**src/rtl/seq_alu_pkg.sv**
```systemverilog
// Shared encodings for the sequential ALU.
// Holds the operator codes, data-type codes and FSM state encoding used by
// seq_alu_param and its test environment.
package seq_alu_pkg;

  localparam logic [4:0] OP_ADD = 5'h01;
  localparam logic [4:0] OP_SUB = 5'h02;
  localparam logic [4:0] OP_MUL = 5'h03;
  localparam logic [4:0] OP_DIV = 5'h04;

  localparam logic [3:0] DT_SIGNED   = 4'h1;
  localparam logic [3:0] DT_UNSIGNED = 4'h2;

  typedef logic [1:0] state_t;

  localparam state_t IDLE = 2'd0;
  localparam state_t EXEC = 2'd1;
  localparam state_t FIN  = 2'd2;

endpackage

```
**src/rtl/seq_muldiv_core.sv**
```systemverilog
// Shared iterative multiply/divide datapath working on unsigned magnitudes.
// Ports:
//   clk_i, rst_i        clock, synchronous active-high reset
//   load_i              capture magnitudes and mode, clear the iteration counter
//   step_i              perform one iteration (one product or quotient bit)
//   div_i               mode captured on load: 1 divide, 0 multiply
//   mag_a_i, mag_b_i    multiplier/dividend and multiplicand/divisor magnitudes
//   prod_o              2*WIDTH-bit product magnitude
//   quot_o, rem_o       quotient and remainder magnitudes
//   last_iter_o         the next step is the final iteration
module seq_muldiv_core #(
  parameter int unsigned WIDTH = 16
) (
  input  logic               clk_i,
  input  logic               rst_i,
  input  logic               load_i,
  input  logic               step_i,
  input  logic               div_i,
  input  logic [WIDTH-1:0]   mag_a_i,
  input  logic [WIDTH-1:0]   mag_b_i,
  output logic [2*WIDTH-1:0] prod_o,
  output logic [WIDTH-1:0]   quot_o,
  output logic [WIDTH-1:0]   rem_o,
  output logic               last_iter_o
);

  localparam int unsigned CntW = $clog2(WIDTH);

  // hi/lo form one 2*WIDTH shift register: {acc, multiplier} for mul,
  // {partial remainder, dividend/quotient} for div.
  logic [WIDTH-1:0] hi_q, hi_d, lo_q, lo_d, b_q;
  logic             div_q;
  logic [CntW-1:0]  cnt_q, cnt_d;
  logic [WIDTH:0]   add_sum, trial, diff;

  always_comb begin
    hi_d    = hi_q;
    lo_d    = lo_q;
    cnt_d   = cnt_q;
    add_sum = {1'b0, hi_q} + (lo_q[0] ? {1'b0, b_q} : '0);
    trial   = {hi_q, lo_q[WIDTH-1]};
    diff    = trial - {1'b0, b_q};
    if (load_i) begin
      hi_d  = '0;
      lo_d  = mag_a_i;
      cnt_d = '0;
    end else if (step_i) begin
      cnt_d = cnt_q + 1'b1;
      if (div_q) begin
        // Restoring step: keep the difference only when it did not underflow.
        if (trial >= {1'b0, b_q}) begin
          hi_d = diff[WIDTH-1:0];
          lo_d = {lo_q[WIDTH-2:0], 1'b1};
        end else begin
          hi_d = trial[WIDTH-1:0];
          lo_d = {lo_q[WIDTH-2:0], 1'b0};
        end
      end else begin
        hi_d = add_sum[WIDTH:1];
        lo_d = {add_sum[0], lo_q[WIDTH-1:1]};
      end
    end
  end

  always_ff @(posedge clk_i) begin
    if (rst_i) begin
      hi_q  <= '0;
      lo_q  <= '0;
      b_q   <= '0;
      div_q <= 1'b0;
      cnt_q <= '0;
    end else begin
      hi_q  <= hi_d;
      lo_q  <= lo_d;
      cnt_q <= cnt_d;
      if (load_i) begin
        b_q   <= mag_b_i;
        div_q <= div_i;
      end
    end
  end

  assign prod_o      = {hi_q, lo_q};
  assign quot_o      = lo_q;
  assign rem_o       = hi_q;
  assign last_iter_o = (cnt_q == CntW'(WIDTH - 1));

endmodule

```
**src/rtl/seq_alu_param.sv**
```systemverilog
// Handshaked add/sub/mul/div ALU with signed and unsigned modes.
// Ports:
//   clk_i, rst_i       clock, synchronous active-high reset
//   start_i            request, accepted only while idle
//   dtype_i            4'h1 signed, 4'h2 unsigned
//   operator_i         5'h01 add, 5'h02 sub, 5'h03 mul, 5'h04 div
//   src1_i, src2_i     operands (dividend, divisor for div)
//   busy_o             an iterative operation is in flight
//   done_o             one-cycle pulse, results valid from this cycle
//   calc_res_o         2*WIDTH result, extended per dtype
//   rem_o              div remainder, 0 otherwise
//   ovf_o, err_o       overflow, divide-by-zero / illegal code
module seq_alu_param
  import seq_alu_pkg::*;
#(
  parameter int unsigned WIDTH = 16
) (
  input  logic               clk_i,
  input  logic               rst_i,
  input  logic               start_i,
  input  logic [3:0]         dtype_i,
  input  logic [4:0]         operator_i,
  input  logic [WIDTH-1:0]   src1_i,
  input  logic [WIDTH-1:0]   src2_i,
  output logic               busy_o,
  output logic               done_o,
  output logic [2*WIDTH-1:0] calc_res_o,
  output logic [WIDTH-1:0]   rem_o,
  output logic               ovf_o,
  output logic               err_o
);

  localparam logic [WIDTH-1:0] MinVal = {1'b1, {(WIDTH-1){1'b0}}};

  state_t             state_q, state_d;
  logic               is_div_q, is_div_d, sgn_q, sgn_d;
  logic               neg_res_q, neg_res_d, neg_rem_q, neg_rem_d;
  logic               min_ovf_q, min_ovf_d, drain_q, drain_d;
  logic [2*WIDTH-1:0] calc_q, calc_d;
  logic [WIDTH-1:0]   rem_q, rem_d;
  logic               ovf_q, ovf_d, err_q, err_d;

  logic               is_signed, dt_ok, op_ok, a_neg, b_neg;
  logic [WIDTH-1:0]   mag_a, mag_b;
  logic [WIDTH:0]     as_sum;
  logic [WIDTH-1:0]   as_res;
  logic               as_ovf;
  logic               core_load, core_step, last_iter;
  logic [2*WIDTH-1:0] prod_mag, prod_fix;
  logic [WIDTH-1:0]   quot_mag, rem_mag, quot_fix, rem_fix;

  // Operand decode from the live inputs; only consumed on the accept edge.
  always_comb begin
    is_signed = (dtype_i == DT_SIGNED);
    dt_ok     = (dtype_i == DT_SIGNED) || (dtype_i == DT_UNSIGNED);
    op_ok     = (operator_i >= OP_ADD) && (operator_i <= OP_DIV);
    a_neg     = is_signed & src1_i[WIDTH-1];
    b_neg     = is_signed & src2_i[WIDTH-1];
    mag_a     = a_neg ? -src1_i : src1_i;
    mag_b     = b_neg ? -src2_i : src2_i;
    if (operator_i == OP_SUB) begin
      as_sum = {1'b0, src1_i} - {1'b0, src2_i};
    end else begin
      as_sum = {1'b0, src1_i} + {1'b0, src2_i};
    end
    as_res = as_sum[WIDTH-1:0];
    if (is_signed) begin
      if (operator_i == OP_SUB) begin
        as_ovf = (src1_i[WIDTH-1] != src2_i[WIDTH-1]) && (as_res[WIDTH-1] != src1_i[WIDTH-1]);
      end else begin
        as_ovf = (src1_i[WIDTH-1] == src2_i[WIDTH-1]) && (as_res[WIDTH-1] != src1_i[WIDTH-1]);
      end
    end else begin
      as_ovf = as_sum[WIDTH];  // carry-out for add, borrow for sub
    end
  end

  // Sign restoration of the core's magnitude results.
  always_comb begin
    prod_fix = neg_res_q ? -prod_mag : prod_mag;
    quot_fix = neg_res_q ? -quot_mag : quot_mag;
    rem_fix  = neg_rem_q ? -rem_mag : rem_mag;
  end

  always_comb begin
    state_d   = state_q;
    is_div_d  = is_div_q;
    sgn_d     = sgn_q;
    neg_res_d = neg_res_q;
    neg_rem_d = neg_rem_q;
    min_ovf_d = min_ovf_q;
    drain_d   = drain_q;
    calc_d    = calc_q;
    rem_d     = rem_q;
    ovf_d     = ovf_q;
    err_d     = err_q;
    core_load = 1'b0;
    core_step = 1'b0;
    unique case (state_q)
      IDLE: begin
        if (start_i) begin
          core_load = 1'b1;
          is_div_d  = (operator_i == OP_DIV);
          sgn_d     = is_signed;
          neg_res_d = a_neg ^ b_neg;
          neg_rem_d = a_neg;
          min_ovf_d = is_signed && (src1_i == MinVal) && (src2_i == '1);
          drain_d   = 1'b0;
          if (!dt_ok || !op_ok) begin
            state_d = FIN;
            calc_d  = '0;
            rem_d   = '0;
            ovf_d   = 1'b0;
            err_d   = 1'b1;
          end else if ((operator_i == OP_DIV) && (src2_i == '0)) begin
            state_d = FIN;
            calc_d  = '1;
            rem_d   = src1_i;
            ovf_d   = 1'b0;
            err_d   = 1'b1;
          end else if ((operator_i == OP_ADD) || (operator_i == OP_SUB)) begin
            state_d = FIN;
            calc_d  = is_signed ? {{WIDTH{as_res[WIDTH-1]}}, as_res} : {{WIDTH{1'b0}}, as_res};
            rem_d   = '0;
            ovf_d   = as_ovf;
            err_d   = 1'b0;
          end else begin
            state_d = EXEC;
          end
        end
      end
      EXEC: begin
        // One drain cycle after the last iteration lets the core settle before capture.
        if (drain_q) begin
          state_d = FIN;
          drain_d = 1'b0;
          err_d   = 1'b0;
          if (is_div_q) begin
            calc_d = sgn_q ? {{WIDTH{quot_fix[WIDTH-1]}}, quot_fix} : {{WIDTH{1'b0}}, quot_fix};
            rem_d  = rem_fix;
            ovf_d  = min_ovf_q;
          end else begin
            calc_d = prod_fix;
            rem_d  = '0;
            ovf_d  = 1'b0;
          end
        end else begin
          core_step = 1'b1;
          if (last_iter) begin
            drain_d = 1'b1;
          end
        end
      end
      FIN:     state_d = IDLE;
      default: state_d = IDLE;
    endcase
  end

  always_ff @(posedge clk_i) begin
    if (rst_i) begin
      state_q   <= IDLE;
      is_div_q  <= 1'b0;
      sgn_q     <= 1'b0;
      neg_res_q <= 1'b0;
      neg_rem_q <= 1'b0;
      min_ovf_q <= 1'b0;
      drain_q   <= 1'b0;
      calc_q    <= '0;
      rem_q     <= '0;
      ovf_q     <= 1'b0;
      err_q     <= 1'b0;
    end else begin
      state_q   <= state_d;
      is_div_q  <= is_div_d;
      sgn_q     <= sgn_d;
      neg_res_q <= neg_res_d;
      neg_rem_q <= neg_rem_d;
      min_ovf_q <= min_ovf_d;
      drain_q   <= drain_d;
      calc_q    <= calc_d;
      rem_q     <= rem_d;
      ovf_q     <= ovf_d;
      err_q     <= err_d;
    end
  end

  seq_muldiv_core #(
    .WIDTH (WIDTH)
  ) u_core (
    .clk_i       (clk_i),
    .rst_i       (rst_i),
    .load_i      (core_load),
    .step_i      (core_step),
    .div_i       (operator_i == OP_DIV),
    .mag_a_i     (mag_a),
    .mag_b_i     (mag_b),
    .prod_o      (prod_mag),
    .quot_o      (quot_mag),
    .rem_o       (rem_mag),
    .last_iter_o (last_iter)
  );

  assign busy_o     = (state_q == EXEC);
  assign done_o     = (state_q == FIN);
  assign calc_res_o = calc_q;
  assign rem_o      = rem_q;
  assign ovf_o      = ovf_q;
  assign err_o      = err_q;

endmodule
```
**config.mk**
```make
export PLATFORM = sky130hd
export DESIGN_NAME = seq_alu_param
export DESIGN_NICKNAME = d
export VERILOG_FILES = /design/src/rtl/seq_alu_pkg.sv /design/src/rtl/seq_muldiv_core.sv /design/src/rtl/seq_alu_param.sv
export SDC_FILE = /design/constraint.sdc
export NUM_CORES = 1
export LEC_CHECK = 0
export BUFFER_PORTS_ARGS = -buffer_cell sky130_fd_sc_hd__buf_4
export CAP_MARGIN = 20
export CORE_ASPECT_RATIO = 0.8
export CORE_UTILIZATION = 55
export CTS_CLUSTER_SIZE = 40
export DETAILED_ROUTE_END_ITERATION = 8
export PLACE_DENSITY = 0.75
export SLEW_MARGIN = 20
export SYNTH_ARGS = -nofsm -noshare
export SYNTH_HDL_FRONTEND = slang
export SYNTH_SLANG_ARGS = --single-unit
```
**constraint.sdc**
```tcl
create_clock -name clk_i -period 8.45 [get_ports clk_i]
set_input_delay 1.69 -clock clk_i [delete_from_list [all_inputs] [get_ports clk_i]]
set_output_delay 1.69 -clock clk_i [all_outputs]
set_load 0.02 [all_outputs]
```
# Yosys cells after proc, flatten, opt, wreduce, memory -nomap -nowiden
# Index checks and enable logic that the tools add are counted.
[op_classes]
n_addsub = 10
magnitude_cmp = 3
n_eq_ne = 16
muxes = 58
bitwise_logic = 3
reduce_logical = 20
[ops]
columns = ["cell", "count"]
rows = [
  ["32-bit 2-to-1 mux", 9],
  ["16-bit 2-to-1 mux", 16],
  ["16-bit negator", 4],
  ["32-bit case mux with 2 select lines", 1],
  ["16-bit by 16-bit adder with 17-bit output", 2],
  ["16-bit == test, second input constant", 2],
  ["32-bit negator", 1],
  ["16-bit case mux with 2 select lines", 1],
  ["1-bit 2-to-1 mux", 21],
  ["17-bit by 16-bit >= comparator with 1-bit output", 1],
  ["17-bit 2-to-1 mux", 1],
  ["16-bit by 16-bit subtractor with 17-bit output", 1],
  ["16-bit logical NOT", 1],
  ["16-bit subtractor", 1],
  ["2-bit 2-to-1 mux", 5],
  ["1-bit logical AND", 6],
  ["1-bit case mux with 2 select lines", 3],
  ["2-bit AND reduction", 3],
  ["5-bit by 1-bit == test with 1-bit output, second input constant", 1],
  ["5-bit by 2-bit == test with 1-bit output, second input constant", 1],
  ["5-bit by 3-bit == test with 1-bit output, second input constant", 1],
  ["5-bit by 1-bit >= comparator with 1-bit output, second input constant", 1],
  ["5-bit by 3-bit <= comparator with 1-bit output, second input constant", 1],
  ["4-bit by 1-bit adder with 4-bit output, second input constant", 1],
  ["other kinds (19)", 25],
]
[word_totals]
reg_bits = 111
inputBits = 44
out_inout_bits = 52
wordCells = 126

# Logic depth before layout (Yosys ltp)
[depth]
depth_word = 11
ltp_mapped = 17
mapped_depth_nobuf = 16

# By module
# A second synthesis with hierarchy kept.
[unflattened]
hier_cells = 1355
area_unflattened_um2 = 10239.8
[modules_own_cells]
columns = ["mod", "n_inst", "cells_per_inst", "area_each_um2", "seq_area_each_um2"]
rows = [
  ["seq_alu_param", 1, 805, 5910.7, 1161.1],
  ["seq_muldiv_core", 1, 550, 4329.2, 1061.0],
]

# Worst setup path before layout
# OpenSTA, ideal clock, no wires.
[synth_timing]
path_type = "in2reg"
start = "input src2_i[0]"
end = "register calc_q[24] (netlist: calc_res_o[24])"
setup_time_ns = 0.142
arrival_time_ns = 5.012
t_required_ns = 8.308
setup_slack_ns = 3.296
cell_stages = 15
path_buffers = 1
cell_sequence = "nor3_1 nand2_1 nor4b_1 nor3b_2 a21oi_1 xnor2_1 ha_1 a21o_1 a21oi_1 nand2_1 a21oi_1 xnor2_1 a211oi_4 buf_6 a211oi_2"
[synth_between]
elab_chain_cells = 8
word_cells_on_any_way = 13
classes_between = "add/sub: 2; eq/ne: 1; mux: 7; reduce/logical: 3"
[synth_lines]
columns = ["element", "line_no", "source"]
rows = [
  ["start, declared", "seq_alu_param.sv:24", "input logic [WIDTH-1:0] src2_i,"],
  ["16-bit by 16-bit adder with 17-bit output / 16-bit by 16-bit subtractor with 17-bit output (equally long branches)", "seq_alu_param.sv:64, seq_alu_param.sv:62", ""],
  ["17-bit 2-to-1 mux", "seq_alu_param.sv:61", "if (operator_i == OP_SUB) begin"],
  ["32-bit 2-to-1 mux", "seq_alu_param.sv:123", "calc_d = is_signed ? {{WIDTH{as_res[WIDTH-1]}}, as_res} : {{WIDTH{1'b0}}, as_res};"],
  ["32-bit 2-to-1 mux", "seq_alu_param.sv:121", "end else if ((operator_i == OP_ADD) || (operator_i == OP_SUB)) begin"],
  ["32-bit 2-to-1 mux", "seq_alu_param.sv:115", "end else if ((operator_i == OP_DIV) && (src2_i == '0)) begin"],
  ["32-bit 2-to-1 mux", "seq_alu_param.sv:109", "if (!dt_ok || !op_ok) begin"],
  ["32-bit 2-to-1 mux", "seq_alu_param.sv:101", "if (start_i) begin"],
  ["32-bit case mux with 2 select lines", "seq_alu_param.sv:99", "unique case (state_q)"],
  ["end signal, assigned", "seq_alu_param.sv:180", "calc_q <= calc_d;"],
  ["end, declared", "seq_alu_param.sv:39", "logic [2*WIDTH-1:0] calc_q, calc_d;"],
]
# Parallel ways exist; a longest one is shown, timed or not. The select of a mux whose other input is x is not followed.
# A chain may end at the register's enable or synchronous reset.

# Worst setup path after layout
[layout_timing]
start = "input src2_i[0]"
end = "register calc_q[20] (netlist: calc_res_o[20])"
# Same word-level chain as after synthesis.

==> flow_summary.yaml <==
setup_path:
  cpMaxStageDelayCell: "a211oi_4"
  critical_path_class: "in -> reg"
  worstPathMaxFanout: 15
  r2r_cells: 9
  rr_startpoint: "u_core.rem_o[10]"
  cp-startpoint: "src2_i[0]"
  crit_end: "calc_res_o[20]"
  reg2reg_setup_slack_ns: 4.61
  cp.arrival_ns: 6.10
  cp_common_cell: "a21oi_1"
  critPathLaunchType: "input pin"
  cp.required_ns: 8.67
  endpoint_kind: "flip-flop"
  path_cells: "buf_4 -> nor3_1 -> nand2_1 -> nor4b_1 -> nor3b_2 -> a21oi_1 -> xnor2_1 -> ha_1 -> a21o_1 -> a21oi_1 -> nand2_1 -> a21oi_1 -> xnor2_1 -> a211oi_4 -> a211oi_1"
  cp_slowest_stage_delay_ns: 0.80
  reg2reg_to: "u_core.rem_o[8]"
synthesis:
  yosys.area_share.simple: 0.232
  async_flop_share: 0
  synth_ff_type: "dfxtp_1"
  synth_top_family_by_area: "compound AO/OA/AOI/OAI gates"
  synthCells: 1220
  synthMuxAreaShare: 0.0324
  yosysUniqueCellTypes: 69
  syn_area_um2: 9160
  ys_ff_latch: 110
  synth_seq_area_share: 0.240
  synth-adder-area-share: 0.0803
  synth_edf_count: 0
  syn_nets: 1321
  synth_compound_area_frac: 0.242
  syn_avg_cell_area_um2: 7.51
  yosysWarnings: 0
  synthXorXnorAreaFrac: 0.118
floorplan:
  die_x_um: 146
  start_util: 0.572
  coreArea_um2: 16000
  die_area_um2: 17200
  dieHeight_um: 117
  io_pins: 96
  placementRows: 41
clocking:
  clock_sinks: 110
  cts_resized: 0
  numCtsBuffers: 9
  h-tree-depth: 3
  tritoncts: "yes"
  clk_pin_slew_ns: 0.08
  insertion_delay_ns: 0.38
  clock_path_buffers: 2
  postCtsSetupBuffers: 0
  cts_hold_buf: 0
  cts_root_buf: "clkbuf_16"
routing:
  wire_per_inst_um: 19.7
  via_per_inst: 6.35
  drc: 0
  drt-total-wl_um: 28900
  vias: 9308
  drtIter0Drc: 983
  drtAntennaViolNets: 0
  drt_first_pass_iters: 6
global_route:
  grt-busiest-layer: "met1"
  groute.usage.overall: 0.332
  grt_pass1_vias: 8129
  antenna_found_initial: 0
  grtUsageMet1: 0.505
  grt_util_met2: 0.473
  grt_pass1_wl_um: 45300
  grt_max_degree: 73
  use_met3: 0.0619
  grt_overflow: 0
finish:
  seq_area_um2: 2200
  finish.instance_area_um2: 10200
  fill_cells: 1529
  multi_input_area_um2: 6460
  post-route-util: 0.635
  drive_gt1_frac: 0.125
  layout.nets: 1347
  area_growth_syn_to_layout_pct: 10.9
  diodes: 0
timing:
  final-hold-violation-count: 0
  setup_violations: 0
  skew_ns: 0.0123
  fmax_mhz: 170
  rsz0062_at_grt: "false"
  fin_crit_sh: 0.697
  maxSlewHeadroom: 0.237
  fin_setup_tns_ns: 0
  slew_violations: 0
  worst_pin_slew_ns: 1.14
  fin_crit_ns: 5.89
hold_path:
  min_path_type: "reg -> reg"
place:
  hpwl_um: 21400
  portBuffers: 95
  place.gp.congestion: 0.964
  placed_cell_area_um2: 9850
power:
  vdd_drop_max_mv: 0.108
  p_total_w: 0.00140
  power_density_nw_per_um2: 138
  leakage_nw: 3.93
run:
  max_cap_violations: 0
outcome:
  outcome: "finished, final reports clean"
cell usage in the layout (no fill, tap or decap), types with 5 or more instances in the layout:
| cell | count |
|---|---|
| nand4_1 | 13 |
| a21oi_1 | 70 |
| buf_4 | 104 |
| dfxtp_1 | 109 |
| nand3b_1 | 5 |
| a221oi_1 | 19 |
| clkbuf_16 | 9 |
| nor2_1 | 175 |
| mux2_2 | 5 |
| or3_1 | 16 |
| a21o_1 | 10 |
| nor4_1 | 11 |
| o21a_1 | 8 |
| nor3_1 | 44 |
| xnor2_1 | 90 |
| a311oi_1 | 17 |
| xor2_1 | 33 |
| inv_1 | 36 |
| mux2i_1 | 24 |
| o41ai_1 | 6 |
| o21bai_1 | 5 |
| ha_1 | 54 |
| nand2_1 | 111 |
| o31ai_1 | 11 |
| a211oi_2 | 10 |
| nand2b_1 | 11 |
| nand3_1 | 31 |
| nor2b_1 | 10 |
| a31oi_1 | 7 |
| o211ai_1 | 6 |
| a211oi_1 | 58 |
| o21ai_0 | 58 |
sequential cells by signal (all words and copies together), names as in the netlist, 2 cells and up:
| register | flops |
|---|---|
| u_core.rem_o | 16 |
| rem_o | 16 |
| u_core.cnt_q | 4 |
| u_core.quot_o | 16 |
| calc_res_o | 32 |
| u_core.b_q | 16 |
| state_q | 2 |
layout make-up:
class | count | area share
multi-input combinational | 985 | 0.636
inverter | 36 | 0.0133
clock buffer | 9 | 0.0222
tap | 215 | 0.0265
sequential | 110 | 0.217
clock inverter | 7 | 0.00850
timing repair buffer | 104 | 0.0769
through the flow:
| step | hold WS [ns] | setup WS (ns) | instances |
|---|---|---|---|
| CTS | 0.462 | 2.60 | 1466 |
| finish | 0.462 | 2.56 | 1466 |
| global route | 0.483 | 2.13 | 1466 |
| floorplan | 0.432 | 3.30 | 1220 |
| global placement | 0.444 | 2.35 | 1450 |
| detailed placement | 0.451 | 2.22 | 1450 |
power by group:
group,switching (W),leakage (nW),internal [W]
Sequential,0.0000272,0.903,0.000547
Combinational,0.000228,2.87,0.000147
Clock,0.000236,0.151,0.000214
cells in the mapped netlist (6+ instances only):
library cell / n / area share
ha_1: 54 / 0.074
o31ai_1: 11 / 0.0090
nand3_1: 31 / 0.017
o41ai_1: 6 / 0.0057
a21o_1: 10 / 0.0082
nor3_1: 44 / 0.024
a21oi_1: 70 / 0.038
a221oi_1: 19 / 0.018
o211ai_1: 6 / 0.0049
xnor2_1: 90 / 0.086
a211oi_1: 58 / 0.048
nor4_1: 11 / 0.0075
buf_1: 6 / 0.0025
a211oi_2: 10 / 0.014
xor2_1: 33 / 0.032
nor2b_1: 10 / 0.0068
nand2_1: 111 / 0.045
a31oi_1: 7 / 0.0048
dfxtp_1: 110 / 0.24
inv_1: 36 / 0.015
nand2b_1: 11 / 0.0075
clkbuf_1: 69 / 0.028
buf_2: 10 / 0.0055
o21a_1: 8 / 0.0066
mux2i_1: 24 / 0.026
o21ai_0: 58 / 0.032
a311oi_1: 17 / 0.016
nand4_1: 13 / 0.0089
or3_1: 16 / 0.011
nor2_1: 176 / 0.072
layer usage:
| metal | wire length [um] | vias up |
|---|---|---|
| met1 | 13600 | 4362 |
| met4 | 526 | 0 |
| met2 | 11800 | 480 |
| li1 | - | 4422 |
| met5 | 0 | - |
| met3 | 2940 | 44 |
worst min-delay path by stage:
| stage | from | to | slack [ns] | cells after the start |
|---|---|---|---|---|
| floorplan | u_core.b_q[15] | u_core.b_q[15] | 0.43 | 2 |
| global placement | u_core.b_q[15] | u_core.b_q[15] | 0.44 | 2 |
| detailed placement | sgn_q | sgn_q | 0.45 | 2 |
| CTS | sgn_q | sgn_q | 0.46 | 2 |
| global route | min_ovf_q | min_ovf_q | 0.48 | 2 |
| finish | sgn_q | sgn_q | 0.46 | 2 |
cells by family (layout without fill, tap and decap cells):
family,count (synthesis),in the layout
and+or+nand+nor,459,459
AOI/OAI and AO/OA,317,317
buffers and inverters,125,156
xor gates and xnor gates,123,123
DFF,110,110
adders and majority gates,57,57
muxes,29,29
critical path: cells and delay by family:
family	cells	cell delay, ns
compound gates	6	1.87
xor+xnor	2	0.36
fa+ha+maj	1	0.37
buf+inv	1	0.13
simple gates	5	1.69
Note: power is estimated with default switching activity, not from simulation.
